==> config.mk <==
export PLATFORM = sky130hd
export DESIGN_NAME = csdf_1p_4f_split
export DESIGN_NICKNAME = d
export VERILOG_FILES = /design/src/rtl/csdf_1p_4f_split.sv
export SDC_FILE = /design/constraint.sdc
export NUM_CORES = 1
export LEC_CHECK = 0
export CORE_ASPECT_RATIO = 1.25
export CORE_MARGIN = 2
export CORE_UTILIZATION = 40
export CTS_CLUSTER_DIAMETER = 200
export DETAILED_ROUTE_END_ITERATION = 6
export GPL_TIMING_DRIVEN = 0
export MAX_ROUTING_LAYER = met4
export PLACE_DENSITY = 0.71
export SLEW_MARGIN = 5
export SYNTH_ARGS = -nofsm -noshare
export SYNTH_HDL_FRONTEND = slang
export SYNTH_SLANG_ARGS = --single-unit
==> constraint.sdc <==
create_clock -name ck -period 3.71 [get_ports ck]
set_clock_uncertainty 0.05 [all_clocks]
set_input_delay 0.742 -clock ck [delete_from_list [all_inputs] [get_ports ck]]
set_output_delay 0.742 -clock ck [all_outputs]
set_load 0.005 [all_outputs]
==> src/rtl/csdf_1p_4f_split.sv <==
// Cyclo-static split actor: pops one word X and emits 2**LOG2_RATE words summing to X,
// with the remainder spread over the leading phases. FWFT empty/rd in, full/wr out.
module csdf_1p_4f_split #(
  parameter int unsigned WIDTH     = 32,
  parameter int unsigned LOG2_RATE = 2,
  parameter logic        c0_IDLE   = 1'b0,
  parameter logic        c0_EMIT   = 1'b1
) (
  input  logic             ck,
  input  logic             rst,
  input  logic [WIDTH-1:0] in0_data,
  input  logic             in0_empty,
  output logic             in0_rd,
  input  logic             out0_full,
  output logic             out0_wr,
  output logic [WIDTH-1:0] out0_data
);

  typedef enum logic {
    IDLE = c0_IDLE,
    EMIT = c0_EMIT
  } state_t;

  localparam logic [LOG2_RATE-1:0] PhLast = '1;

  state_t               c0_state;
  logic [WIDTH-1:0]     c0_q;
  logic [LOG2_RATE-1:0] c0_r;
  logic [LOG2_RATE-1:0] c0_ph;

  logic w_last;
  logic w_inc;

  assign w_last = (c0_ph == PhLast);
  assign w_inc  = (c0_ph < c0_r);

  // Handshakes are combinational so a last-phase write can pop the next token in the same cycle.
  always_comb begin
    in0_rd    = 1'b0;
    out0_wr   = 1'b0;
    out0_data = '0;
    if (!rst) begin
      if (c0_state == IDLE) begin
        in0_rd = ~in0_empty;
      end else begin
        out0_data = c0_q + {{(WIDTH-1){1'b0}}, w_inc};
        out0_wr   = ~out0_full;
        in0_rd    = ~out0_full & w_last & ~in0_empty;
      end
    end
  end

  always_ff @(posedge ck or posedge rst) begin
    if (rst) begin
      c0_state <= IDLE;
      c0_q     <= '0;
      c0_r     <= '0;
      c0_ph    <= '0;
    end else begin
      case (c0_state)
        IDLE: begin
          if (in0_rd) begin
            c0_q     <= in0_data >> LOG2_RATE;
            c0_r     <= in0_data[LOG2_RATE-1:0];
            c0_ph    <= '0;
            c0_state <= EMIT;
          end
        end
        EMIT: begin
          if (out0_wr) begin
            if (!w_last) begin
              c0_ph <= c0_ph + 1'b1;
            end else if (in0_rd) begin
              c0_q  <= in0_data >> LOG2_RATE;
              c0_r  <= in0_data[LOG2_RATE-1:0];
              c0_ph <= '0;
            end else begin
              c0_q     <= '0;
              c0_r     <= '0;
              c0_ph    <= '0;
              c0_state <= IDLE;
            end
          end
        end
        default: c0_state <= IDLE;
      endcase
    end
  end

endmodule

# Word-level counts from Yosys, hierarchy flattened
# Index checks and enable logic that the tools add are counted.
[totals] register_bits=37 inputBits=36 out_inout_bits=34 elab_cells=42
[classes] addsub=2 magnitude_cmp=1 eq_ne=4 muxes=24 bitwise=5 reduce_logical=2
[op_table] cell="32-bit 2-to-1 mux" n=5
[op_table] cell="32-bit one-hot mux with 2 select lines" n=1
[op_table] cell="32-bit by 1-bit adder with 32-bit output" n=1
[op_table] cell="30-bit 2-to-1 mux" n=1
[op_table] cell="2-bit 2-to-1 mux" n=7
[op_table] cell="2-bit one-hot mux with 2 select lines" n=2
[op_table] cell="1-bit 2-to-1 mux" n=7
[op_table] cell="2-bit inequality test (second input constant)" n=2
[op_table] cell="1-bit inverter" n=3
[op_table] cell="3-bit AND reduction" n=1
[op_table] cell="2-bit by 1-bit adder with 2-bit output (second input constant)" n=1
[op_table] cell="1-bit AND" n=2
[op_table] cell="2-bit equality test (second input constant)" n=1
[op_table] cell="2-bit < comparator" n=1
[op_table] cell="2-bit by 1-bit inequality test with 1-bit output (second input constant)" n=1
[op_table] cell="1-bit one-hot mux with 2 select lines" n=1
[op_table] cell="2-bit AND reduction" n=1

# Longest topological paths before layout
[logic_depth] depth_word=9 mapped_depth=10

# Worst setup path before layout
# Ideal clock, no wire load.
[synth_timing] path_type="register -> output" start="register c0_ph[1]" end="output port out0_data[18]" arrival_time_ps=2447 required_ps=2918 path_slack_ps=471 stages_incl_launch_ff=10 cell_sequence="dfrtp_1 > ha_1 > a21oi_1 > ha_1 > ha_1 > nand3_1 > or3_1 > buf_2 > or4_1 > a21oi_1"
[synth_between] elab_chain_cells=4
[synth_lines] item="start: declaration" line="29" text="logic [LOG2_RATE-1:0] c0_ph;"
[synth_lines] item="start signal: assignment" line="72" text="c0_ph <= c0_ph + 1'b1;"
[synth_lines] item="2-bit < comparator" line="35" text="assign w_inc = (c0_ph < c0_r);"
[synth_lines] item="32-bit by 1-bit adder with 32-bit output" line="46" text="out0_data = c0_q + {{(WIDTH-1){1'b0}}, w_inc};"
[synth_lines] item="32-bit 2-to-1 mux" line="43" text="if (c0_state == IDLE) begin"
[synth_lines] item="32-bit 2-to-1 mux" line="42" text="if (!rst) begin"
[synth_lines] item="end: declaration" line="16" text="output logic [WIDTH-1:0] out0_data"
# Every way passes these cells.

# Worst setup path after layout
[layout_timing] start="register c0_r[1]" end="output port out0_data[17]"
[layout_between] elab_chain_cells=4
[layout_lines] item="start: declaration" line="28" text="logic [LOG2_RATE-1:0] c0_r;"
[layout_lines] item="start signal: assignment" line="64" text="c0_r <= in0_data[LOG2_RATE-1:0];"
[layout_lines] item="start signal: assignment" line="75" text="c0_r <= in0_data[LOG2_RATE-1:0];"
[layout_lines] item="2-bit < comparator" line="35"
[layout_lines] item="32-bit by 1-bit adder with 32-bit output" line="46"
[layout_lines] item="32-bit 2-to-1 mux" line="43"
[layout_lines] item="32-bit 2-to-1 mux" line="42"
# Every way passes these cells.

==> reports/metrics.cfg <==
[layout]
fin_cells=381
mostFrequentLayoutCells=clkdlybuf4s50_1, a22o_1, dfrtp_1
area_delta_synth_final_pct=47.9
final_area_um2=3220
num-nets-final=357
diodes=0
fin_util_pct=60.4
layout-drive-gt1-share_pct=14.8
final_common_cell=clkdlybuf4s50_1

[synthesis]
avgSynthCellArea_um2=9.25
ys.flop_type=dfrtp_1
ys_seq_area_share_pct=40.3
yosysWarningCount=0
yosysUniqueCellTypes=38
yosys.area.top_type=dfrtp_1
postSynthCellCount=235
ys_async_sr_fraction_pct=100
synth_top_cell_area_share_pct=40.3
synth.area.top_cells=dfrtp_1, a22o_1, nand2_1
syn-num-nets=276
synth.cell_area_um2=2170
synth-edff-count=0
ys_ff_latch=35

[sta]
tightest_slew_ns=0.743
final.min_clock_period_ns=3.60
period_share_pct=97.2
max_freq_mhz=277
hold_viol_final=0
slew_violations=0
finalSetupViolations=0
fin_ws_ns=0.106
slew_headroom_pct=50.4

[setup_path]
slowest_delay_ns=0.36
timing.rr.start=c0_state
critPathKind=reg2out
cp-end-kind=output port
critPathArrivalTime_ns=2.81
critPathLaunch=c0_r[1]
start_kind=flop
path_cells=inv_1, ha_1, a21oi_2, ha_4, and4_1, buf_6, nand4_1, buf_4, or3_1, a21oi_1, clkdlybuf4s15_1
critPathCapture=out0_data[17]
r2r_setup_slack_ns=1.51
cp_max_fo=6
worst_r2r_path_depth=6
cp.required_ns=2.92
slowest_stage=dfrtp_1
reg2reg_to=c0_q[18]

[place]
place_congestion=0.838
portBuffers=68
dpl_cell_area_um2=2940
dp.cells=367
dp_slack_ns=-0.324
dpl.hpwl_um=4270

[floorplanning]
dieWidth_um=70.0
rows=30
core_area_um2=5330
ios=70
die_h_um=86.4
start_util_pct=40.8
die-area_um2=6050

[clock_network]
insertion_delay_ns=0.29
holdBufCountCts=0
cts_buffer_depth=2
cts_inserted_buffers=5
cts_tree=built
cts.sink_count=35
clk_pin_slew_ns=0.08
htreeDepth=2
cts_root_buf=clkbuf_8

[routing]
drt-vias-per-instance=5.71
routed-via-count=2174
first_iter_violations=118
drt_pass1_iterations=4
ant_nets=0
drcViolationCount=0
wire_per_inst_um=16.0
wl_um=6090

[flow_run]
drv_cap=0

[worst_hold_path]
min_path_type=reg2reg

[grt]
grt_max_degree=37
grt.total_usage_pct=21.4
grt_pass1_wl_um=10100
grt_pass1_vias=2053
overflow=0
antenna_found_initial=0

[power_and_ir_drop]
p_leak_nw=1.34
vdd_drop_max_v=0.000363
p_per_area_nw_per_um2=644

[outcome]
status=complete, no violations

==> metrics by stage <==
| stage | hold slack (ns) | setup TNS [ns] | total power [mW] |
|---|---|---|---|
| floorplan | 0.416 | 0 | 1.24 |
| global placement | 0.437 | -1.25 | 1.61 |
| detailed placement | 0.434 | -1.78 | 1.63 |
| CTS | 0.459 | 0 | 2.01 |
| global route | 0.499 | -0.166 | 2.22 |
| finish | 0.459 | 0 | 2.07 |
==> what timing repair did <==
item                                    in CTS  in global routing
buffers inserted                             3                  4
gates resized for setup                     39                 20
pin swaps                                    3                  8
endpoints found under the setup margin      19                 20
==> sequential cells by signal, indices dropped and copies added (netlist names) <==
| register | flops |
|---|---|
| c0_ph | 2 |
| c0_q | 30 |
| c0_r | 2 |
| c0_state | 1 |
==> synthesized netlist by cell type, types with 2 or more instances <==
cell      number
nand2b_1       6
nor2_1        16
or3_1         10
a41o_1         2
nand3_1        7
buf_2          2
nor3_1         3
ha_1           5
dfrtp_1       35
o21ai_0        9
and3_1         5
o31ai_1        3
clkbuf_1      12
a22o_1        36
inv_1          4
a21oi_1       14
nand2_1       19
or4_1          3
mux2i_1        2
and4_1         4
xor2_1         7
o41ai_1        2
and2_1         4
nand4_1        6
xnor2_1        3
nor4_1         3
a31oi_1        2
==> report_power, final <==
group / switching, mW / internal, mW
clock network: 0.149 / 0.218
registers: 0.277 / 0.563
logic: 0.357 / 0.507
total: 0.783 / 1.29
==> worst max-delay path, delay by kind of cell, from the launching register on <==
kind	cells	cell delay [ns]
buffers and inverters	4	0.61
AOI/OAI and AO/OA	2	0.35
DFF	1	0.36
and+or+nand+nor	3	0.72
adders and majority gates	2	0.48
==> worst min path at each step <==
stage,cells past startpoint,to,start,slack (ns)
after floorplan,1,c0_r[1],c0_r[1],0.42
after global placement,1,c0_r[1],c0_r[1],0.44
after detailed placement,1,c0_r[0],c0_r[0],0.43
after CTS,1,c0_r[0],c0_r[0],0.46
after global routing,1,c0_r[0],c0_r[0],0.50
final,1,c0_r[0],c0_r[0],0.46
==> routing by layer <==
metal	track usage (%)	vias to the layer above	wire, µm
li1	-	1058	-
met1	27.7	1054	2680
met2	34.6	54	3060
met3	3.49	8	254
met4	6.64	0	101
met5	-	-	0
==> kinds of logic after synthesis <==
group                    after synthesis  synth area share (%)
AO/OA/AOI/OAI                         73                  25.2
XOR/XNOR                              10                  4.03
multiplexers                           2                 0.921
flip-flops                            35                  40.3
AND/OR/NAND/NOR                       90                  23.0
adder cells (fa/ha/maj)                5                  2.88
buffers and inverters                 19                  3.57
other                                  1                 0.172
==> layout make-up <==
| cell class | count | area [µm²] |
|---|---|---|
| well taps | 64 | 80.1 |
| repair buffers | 75 | 708 |
| plain buffers | 14 | 76.3 |
| flip-flops and latches | 35 | 876 |
| fillers | 487 | 2110 |
| multi-input cells | 181 | 1340 |
| clock buffers | 6 | 82.6 |
| clock inverters | 2 | 35.0 |
| inverters | 4 | 15.0 |
Power figures use the tool's default switching activity.
